## src/rtl/mem_arb_pkg.sv

```systemverilog
// Shared types and defaults for the instruction/data memory port arbiter.
// Owner encoding tags which requester the next registered read word belongs to.
package mem_arb_pkg;

    localparam int ADDR_W_DEF = 16;
    localparam int DATA_W_DEF = 32;

    // One-hot grant bit positions out of the read arbiter
    localparam int GNT_IF = 0;
    localparam int GNT_D  = 1;

    // Read-priority pointer: names the requester that wins the next read conflict
    localparam logic PTR_IF = 1'b0;
    localparam logic PTR_D  = 1'b1;

    typedef enum logic [1:0] {
        IDLE = 2'd0,
        IF   = 2'd1,
        D    = 2'd2
    } owner_e;

endpackage

```

## src/rtl/mem_arb_pick.sv

```systemverilog
// Two-way read-port arbiter between fetch and load requests.
// MEMARB_RR_EN selects round-robin; otherwise load has fixed priority.
module mem_arb_pick
    import mem_arb_pkg::*;
(
    input  logic       req_if_i,
    input  logic       req_d_i,
    input  logic       ptr_i,
    output logic [1:0] gnt_o,
    output logic       ptr_next_o
);

    always_comb begin
        gnt_o      = 2'b00;
        ptr_next_o = ptr_i;
`ifdef MEMARB_RR_EN
        if (req_if_i && req_d_i) begin
            // Conflict: pointer names the winner, then moves to the loser
            if (ptr_i == PTR_D) begin
                gnt_o[GNT_D] = 1'b1;
                ptr_next_o   = PTR_IF;
            end else begin
                gnt_o[GNT_IF] = 1'b1;
                ptr_next_o    = PTR_D;
            end
        end else begin
            gnt_o[GNT_IF] = req_if_i;
            gnt_o[GNT_D]  = req_d_i;
        end
`else
        gnt_o[GNT_D]  = req_d_i;
        gnt_o[GNT_IF] = req_if_i && !req_d_i;
`endif
    end

endmodule

```

## src/rtl/mem_port_arbiter.sv

```systemverilog
// Shares the memory's single read and single write port between fetch and LSU.
// Read policy is set by MEMARB_RR_EN (round-robin) in mem_arb_pick; default is load-first.
module mem_port_arbiter
    import mem_arb_pkg::*;
#(
    parameter int ADDR_W = ADDR_W_DEF,
    parameter int DATA_W = DATA_W_DEF
) (
    input  logic              clk,
    input  logic              rst,
    input  logic              if_req,
    input  logic [ADDR_W-1:0] if_addr,
    output logic              if_gnt,
    output logic              if_rvalid,
    output logic [DATA_W-1:0] if_rdata,
    input  logic              d_req,
    input  logic              d_we,
    input  logic [ADDR_W-1:0] d_addr,
    input  logic [DATA_W-1:0] d_wdata,
    output logic              d_gnt,
    output logic              d_rvalid,
    output logic [DATA_W-1:0] d_rdata,
    output logic              mem_wen,
    output logic              mem_ren,
    output logic [ADDR_W-1:0] mem_waddr,
    output logic [ADDR_W-1:0] mem_raddr,
    output logic [DATA_W-1:0] mem_wdata,
    input  logic [DATA_W-1:0] mem_rdata
);

    owner_e     owner_q, owner_d;
    logic       ptr_q, ptr_d;
    logic       st_gnt;
    logic       raw_hazard;
    logic       rd_if_req, rd_d_req;
    logic [1:0] rd_gnt;

    // Stores never contend; a fetch to the address being written waits a cycle
    assign st_gnt     = !rst && d_req && d_we;
    assign raw_hazard = st_gnt && (if_addr == d_addr);
    assign rd_if_req  = !rst && if_req && !raw_hazard;
    assign rd_d_req   = !rst && d_req && !d_we;

    mem_arb_pick u_pick (
        .req_if_i   (rd_if_req),
        .req_d_i    (rd_d_req),
        .ptr_i      (ptr_q),
        .gnt_o      (rd_gnt),
        .ptr_next_o (ptr_d)
    );

    always_comb begin
        if_gnt    = rd_gnt[GNT_IF];
        d_gnt     = st_gnt || rd_gnt[GNT_D];
        mem_wen   = st_gnt;
        mem_waddr = d_addr;
        mem_wdata = d_wdata;
        mem_ren   = rd_gnt[GNT_IF] || rd_gnt[GNT_D];
        mem_raddr = rd_gnt[GNT_D] ? d_addr : if_addr;

        owner_d = IDLE;
        if (rd_gnt[GNT_D]) begin
            owner_d = D;
        end else if (rd_gnt[GNT_IF]) begin
            owner_d = IF;
        end
    end

    // With fixed priority ptr_d equals ptr_q, so this flop is a constant and trims away
    always_ff @(posedge clk or posedge rst) begin
        if (rst) begin
            owner_q <= IDLE;
            ptr_q   <= PTR_D;
        end else begin
            owner_q <= owner_d;
            ptr_q   <= ptr_d;
        end
    end

    always_comb begin
        if_rvalid = (owner_q == IF);
        d_rvalid  = (owner_q == D);
        if_rdata  = mem_rdata;
        d_rdata   = mem_rdata;
    end

endmodule

```

## config.mk

```make
export PLATFORM = sky130hd
export DESIGN_NAME = mem_port_arbiter
export DESIGN_NICKNAME = d
export VERILOG_FILES = /design/src/rtl/mem_arb_pkg.sv /design/src/rtl/mem_arb_pick.sv /design/src/rtl/mem_port_arbiter.sv
export SDC_FILE = /design/constraint.sdc
export NUM_CORES = 1
export LEC_CHECK = 0
export CAP_MARGIN = 20
export CORE_AREA = 2 2 92 94
export CTS_CLUSTER_DIAMETER = 200
export CTS_CLUSTER_SIZE = 8
export DETAILED_ROUTE_END_ITERATION = 8
export DIE_AREA = 0 0 94 96
export DONT_BUFFER_PORTS = 1
export GPL_TIMING_DRIVEN = 1
export PLACE_DENSITY = 0.39
export SETUP_SLACK_MARGIN = 0.05
export SYNTH_ARGS = -nofsm -noshare
export SYNTH_HDL_FRONTEND = slang
export SYNTH_HIERARCHICAL = 1
export SYNTH_SLANG_ARGS = --single-unit
```

## constraint.sdc

```tcl
create_clock -name clk -period 3.6 [get_ports clk]
set_clock_uncertainty 0.2 [all_clocks]
set_input_delay 0.54 -clock clk [delete_from_list [all_inputs] [get_ports clk]]
set_output_delay 0.54 -clock clk [all_outputs]
set_load 0.02 [all_outputs]
```

# Word level (Yosys, flattened, before mapping)
# Cells that the tools add are included.
# op_classes
mux	3
reduce_logical	13
eq_ne	3
# op_table
cell	n
16-bit equality test	1
16-bit two-way mux	1
1-bit logical AND	7
1-bit zero test	4
2-bit by 1-bit equality test with 1-bit output (second input constant)	1
2-bit equality test (second input constant)	1
1-bit logical OR	2
2-bit two-way mux	1
1-bit two-way mux	1
# totals
inputBits	101
out_inout_bits	134
register_bits	2
word_cells	20

# Logic depth before layout (Yosys ltp)
# logic_depth
word_depth	9
mapped_depth	6
depth_no_buf	6

# By module
# The synthesis kept the hierarchy.
# by_module_without_submodules
mod	instances	cells_each	seq_area_each_um2	area_per_inst_um2
mem_port_arbiter	1	164	76.3	1345.0
mem_arb_pick	1	3	0.0	28.8

# Worst setup path after synthesis
# OpenSTA, ideal clock, no wires.
# synth_path
path_kind	in2out
from	in rst
to	out mem_raddr[10]
t_arrival_ns	1.820
path_buffers	3
slack_ns	1.040
cell_stages	5
required_ns	2.860
path_cell_list	nor3b_1 > buf_4 > buf_2 > buf_6 > mux2_2
# synth_between
elab_chain_cells	4
# synth_lines
item	line	text
start: declaration	mem_port_arbiter.sv:10	input logic rst,
1-bit zero test (no line)	n/a	
1-bit logical AND (2 in a row)	mem_port_arbiter.sv:42	assign rd_d_req = !rst && d_req && !d_we;
16-bit two-way mux	mem_port_arbiter.sv:59	mem_raddr = rd_gnt[GNT_D] ? d_addr : if_addr;
end: declaration	mem_port_arbiter.sv:26	output logic [ADDR_W-1:0] mem_raddr,
# No other way between the ends.

# Final worst setup path
# layout_path
from	in rst
to	out mem_ren
# layout_between
elab_chain_cells	8
elab_cells_between_ends	11
cone_classes	reduce/logical (11)
# layout_lines
item	line	text
1-bit zero test (no line)	n/a	
1-bit logical AND (2 in a row)	mem_port_arbiter.sv:39	assign st_gnt = !rst && d_req && d_we;
via mem_wen	mem_port_arbiter.sv:23	output logic mem_wen,
1-bit logical AND	mem_port_arbiter.sv:40	assign raw_hazard = st_gnt && (if_addr == d_addr);
1-bit zero test	mem_port_arbiter.sv:41	assign rd_if_req = !rst && if_req && !raw_hazard;
1-bit logical AND	mem_port_arbiter.sv:41	
via rd_if_req	mem_port_arbiter.sv:35	logic rd_if_req, rd_d_req;
1-bit logical AND	mem_arb_pick.sv:32	gnt_o[GNT_IF] = req_if_i && !req_d_i;
via if_gnt	mem_port_arbiter.sv:13	output logic if_gnt,
1-bit logical OR	mem_port_arbiter.sv:58	mem_ren = rd_gnt[GNT_IF] || rd_gnt[GNT_D];
end: declaration	mem_port_arbiter.sv:24	output logic mem_ren,
# The timed path passes the listed nets, and every way through them passes these cells.

==> impl_table.tex <==
\begin{tabular}{lr}
\hline
Metric & Value \\
\hline
\multicolumn{2}{l}{\textbf{Timing}} \\
PnR worst setup slack & 0.607 ns \\
Count of pins over their slew limit & 0 \\
Max frequency & 334 MHz \\
Worst-margin pin slew & 0.467 ns \\
Portion of the clock cycle consumed by the worst path in the final layout & 83.1\% \\
Final worst path period need & 2.99 ns \\
Total setup violations reported at the end of the flow & 0 \\
Normalized max-slew margin & 68.8\% \\
Fin. Hold Viols & 0 \\
Sum Neg Setup Slack & 0 ns \\
RSZ-0062 raised after global routing & no \\
\multicolumn{2}{l}{\textbf{Drt}} \\
Per-cell via count in the routed design & 3.28 \\
Wire length per cell & 15.0 µm \\
Drt total wl & 2.40 mm \\
Starting DRT DRC Count & 1 \\
Number of nets with antenna violations after detailed routing & 0 \\
DRC viols & 0 \\
Initial DRT Pass Iterations & 2 \\
Via count & 525 \\
\multicolumn{2}{l}{\textbf{Floorplanning}} \\
I/O Pins & 235 \\
Die Span X & 94 µm \\
Height of the die & 96 µm \\
Initial cell density of the core & 16.6\% \\
Floorplan core area & 8050 µm² \\
Number of placement rows & 33 \\
Die area & 9020 µm² \\
\multicolumn{2}{l}{\textbf{Final layout}} \\
Area growth from synthesis to layout & -50.0\% \\
Final net count & 158 \\
Largest registers & owner\_q: 2 flops \\
Count of filler cells inserted in the layout & 939 \\
ANT cells & 0 \\
Number of flip-flops under the largest register name & 2 \\
Fraction of final layout cells sized beyond drive strength 1 & 43.6\% \\
End-of-flow core utilization & 8.33\% \\
Top register by number of flip-flops & owner\_q \\
\multicolumn{2}{l}{\textbf{GRT}} \\
Overflow left after global routing & 0 \\
First-pass GRT wire length & 3.04 mm \\
Pin count of the biggest net entering global routing & 21 \\
GRT Resource Usage Total & 4.78\% \\
Number of global-route vias before repair & 548 \\
Initial antenna violation count & 0 \\
\multicolumn{2}{l}{\textbf{Synthesis}} \\
Gate count after technology mapping & 165 \\
Netlist area before placement & 1340 µm² \\
Synthesis warning total & 6 \\
Synthesized area per cell & 8.12 µm² \\
Synthesized net count & 266 \\
\multicolumn{2}{l}{\textbf{Setup path}} \\
Type of destination of the critical path & output pin \\
Capture point of the worst path & mem\_ren \\
Critical path type & in2out \\
Launch point of the worst path & rst \\
CP Data Required Time & 2.86 ns \\
Worst path arrival time & 2.25 ns \\
Worst-path fanout max & 3 \\
Type of origin of the critical path & primary input \\
\multicolumn{2}{l}{\textbf{Worst hold path}} \\
Class of the worst hold path & in2async \\
\multicolumn{2}{l}{\textbf{Clock network}} \\
Postcts setup bufs & 0 \\
CTS H-tree depth & 1 \\
CTS tree & done \\
Count of cells resized by post-cts repair & 0 \\
Clock tree root buffer cell & sky130\_fd\_sc\_hd\_\_clkbuf\_8 \\
Maximum clock path buffer count & 2 \\
Total number of clock tree sinks & 2 \\
Worst-path clk slew & 0.03 ns \\
TritonCTS buffer count & 3 \\
\multicolumn{2}{l}{\textbf{Place}} \\
Count of input and output buffers & 0 \\
Placer Congestion & 0.588 \\
Post-placement setup slack & 0.850 ns \\
\multicolumn{2}{l}{\textbf{Pwr}} \\
IR Drop Worst-Case VDD & 0.0000652 V \\
Static leakage power & 0.197 nW \\
Pwr/cell area & 271 nW/µm² \\
\multicolumn{2}{l}{\textbf{Run}} \\
Max\_cap viols & 0 \\
\multicolumn{2}{l}{\textbf{Status}} \\
Outcome & complete, no violations \\
\hline
\end{tabular}
per-stage QoR:
stage	cell area [µm²]	power (mW)	std cells	hold slack [ns]
after detailed placement	619	0.0965	156	0.100
after CTS	671	0.188	160	0.473
after floorplan	1340	0.270	165	0.0863
after global routing	671	0.194	160	0.468
after global placement	619	0.0961	156	0.101
final	671	0.182	160	0.457
layer usage:
metal  wire (µm)  vias up  track usage (%)
li1            -      190                -
met5           0        -                0
met4         259        0             6.64
met2        1130       59             7.68
met1         626      229             3.66
met3         381       47             2.27
layout by cell type, fill, tap and decap left out:
master                          instances
sky130_fd_sc_hd__nor2b_1                3
sky130_fd_sc_hd__nand3_1                1
sky130_fd_sc_hd__nor4_1                 1
sky130_fd_sc_hd__nand4_1                3
sky130_fd_sc_hd__a311oi_1               1
sky130_fd_sc_hd__mux2_2                16
sky130_fd_sc_hd__buf_4                  1
sky130_fd_sc_hd__or2_2                  2
sky130_fd_sc_hd__inv_1                  2
sky130_fd_sc_hd__nor2b_4                1
sky130_fd_sc_hd__dlygate4sd3_1          1
sky130_fd_sc_hd__and3_1                 1
sky130_fd_sc_hd__nor3b_2                1
sky130_fd_sc_hd__dfrtp_1                2
sky130_fd_sc_hd__xnor2_1               16
sky130_fd_sc_hd__clkbuf_8               3
power by group:
part           internal [mW]  switching [mW]  leakage [nW]
combinational         0.0305          0.0401         0.149
clock                 0.0706          0.0166        0.0216
sequential            0.0237        0.000404        0.0266
total                  0.125          0.0571         0.197
final cells by class:
type / instances / area [µm²] / share of cell area, %
inverter: 2 / 7.51 / 1.12
tap: 105 / 131 / 19.6
sequential: 2 / 50.0 / 7.46
multi-input combinational: 46 / 423 / 63.1
timing repair buffer: 2 / 17.5 / 2.61
clock buffer: 3 / 41.3 / 6.16
what timing repair did:
item,4_1_cts,5_1_grt
hold buffers,1,0
setup endpoints to repair,0,0
endpoints found under the hold margin,2,0
worst min-delay path by stage:
| stage | from | to | slack [ns] |
|---|---|---|---|
| 5_1_grt | rst | owner_q[0]$_DFF_PP0_ | 0.47 |
| 6_report | rst | owner_q[0]$_DFF_PP0_ | 0.46 |
| 2_1_floorplan | rst | owner_q[0]$_DFF_PP0_ | 0.09 |
| 3_5_place_dp | rst | owner_q[1]$_DFF_PP0_ | 0.10 |
| 3_3_place_gp | rst | owner_q[0]$_DFF_PP0_ | 0.10 |
| 4_1_cts | rst | owner_q[0]$_DFF_PP0_ | 0.47 |
critical path, stage by stage:
cell	delay, ns
sky130_fd_sc_hd__dlygate4sd3_1	0.55
sky130_fd_sc_hd__inv_1	0.10
sky130_fd_sc_hd__and3_1	0.35
sky130_fd_sc_hd__a311oi_1	0.15
sky130_fd_sc_hd__nor2b_4	0.18
sky130_fd_sc_hd__or2_2	0.37
(Power assumes the default switching activity.)
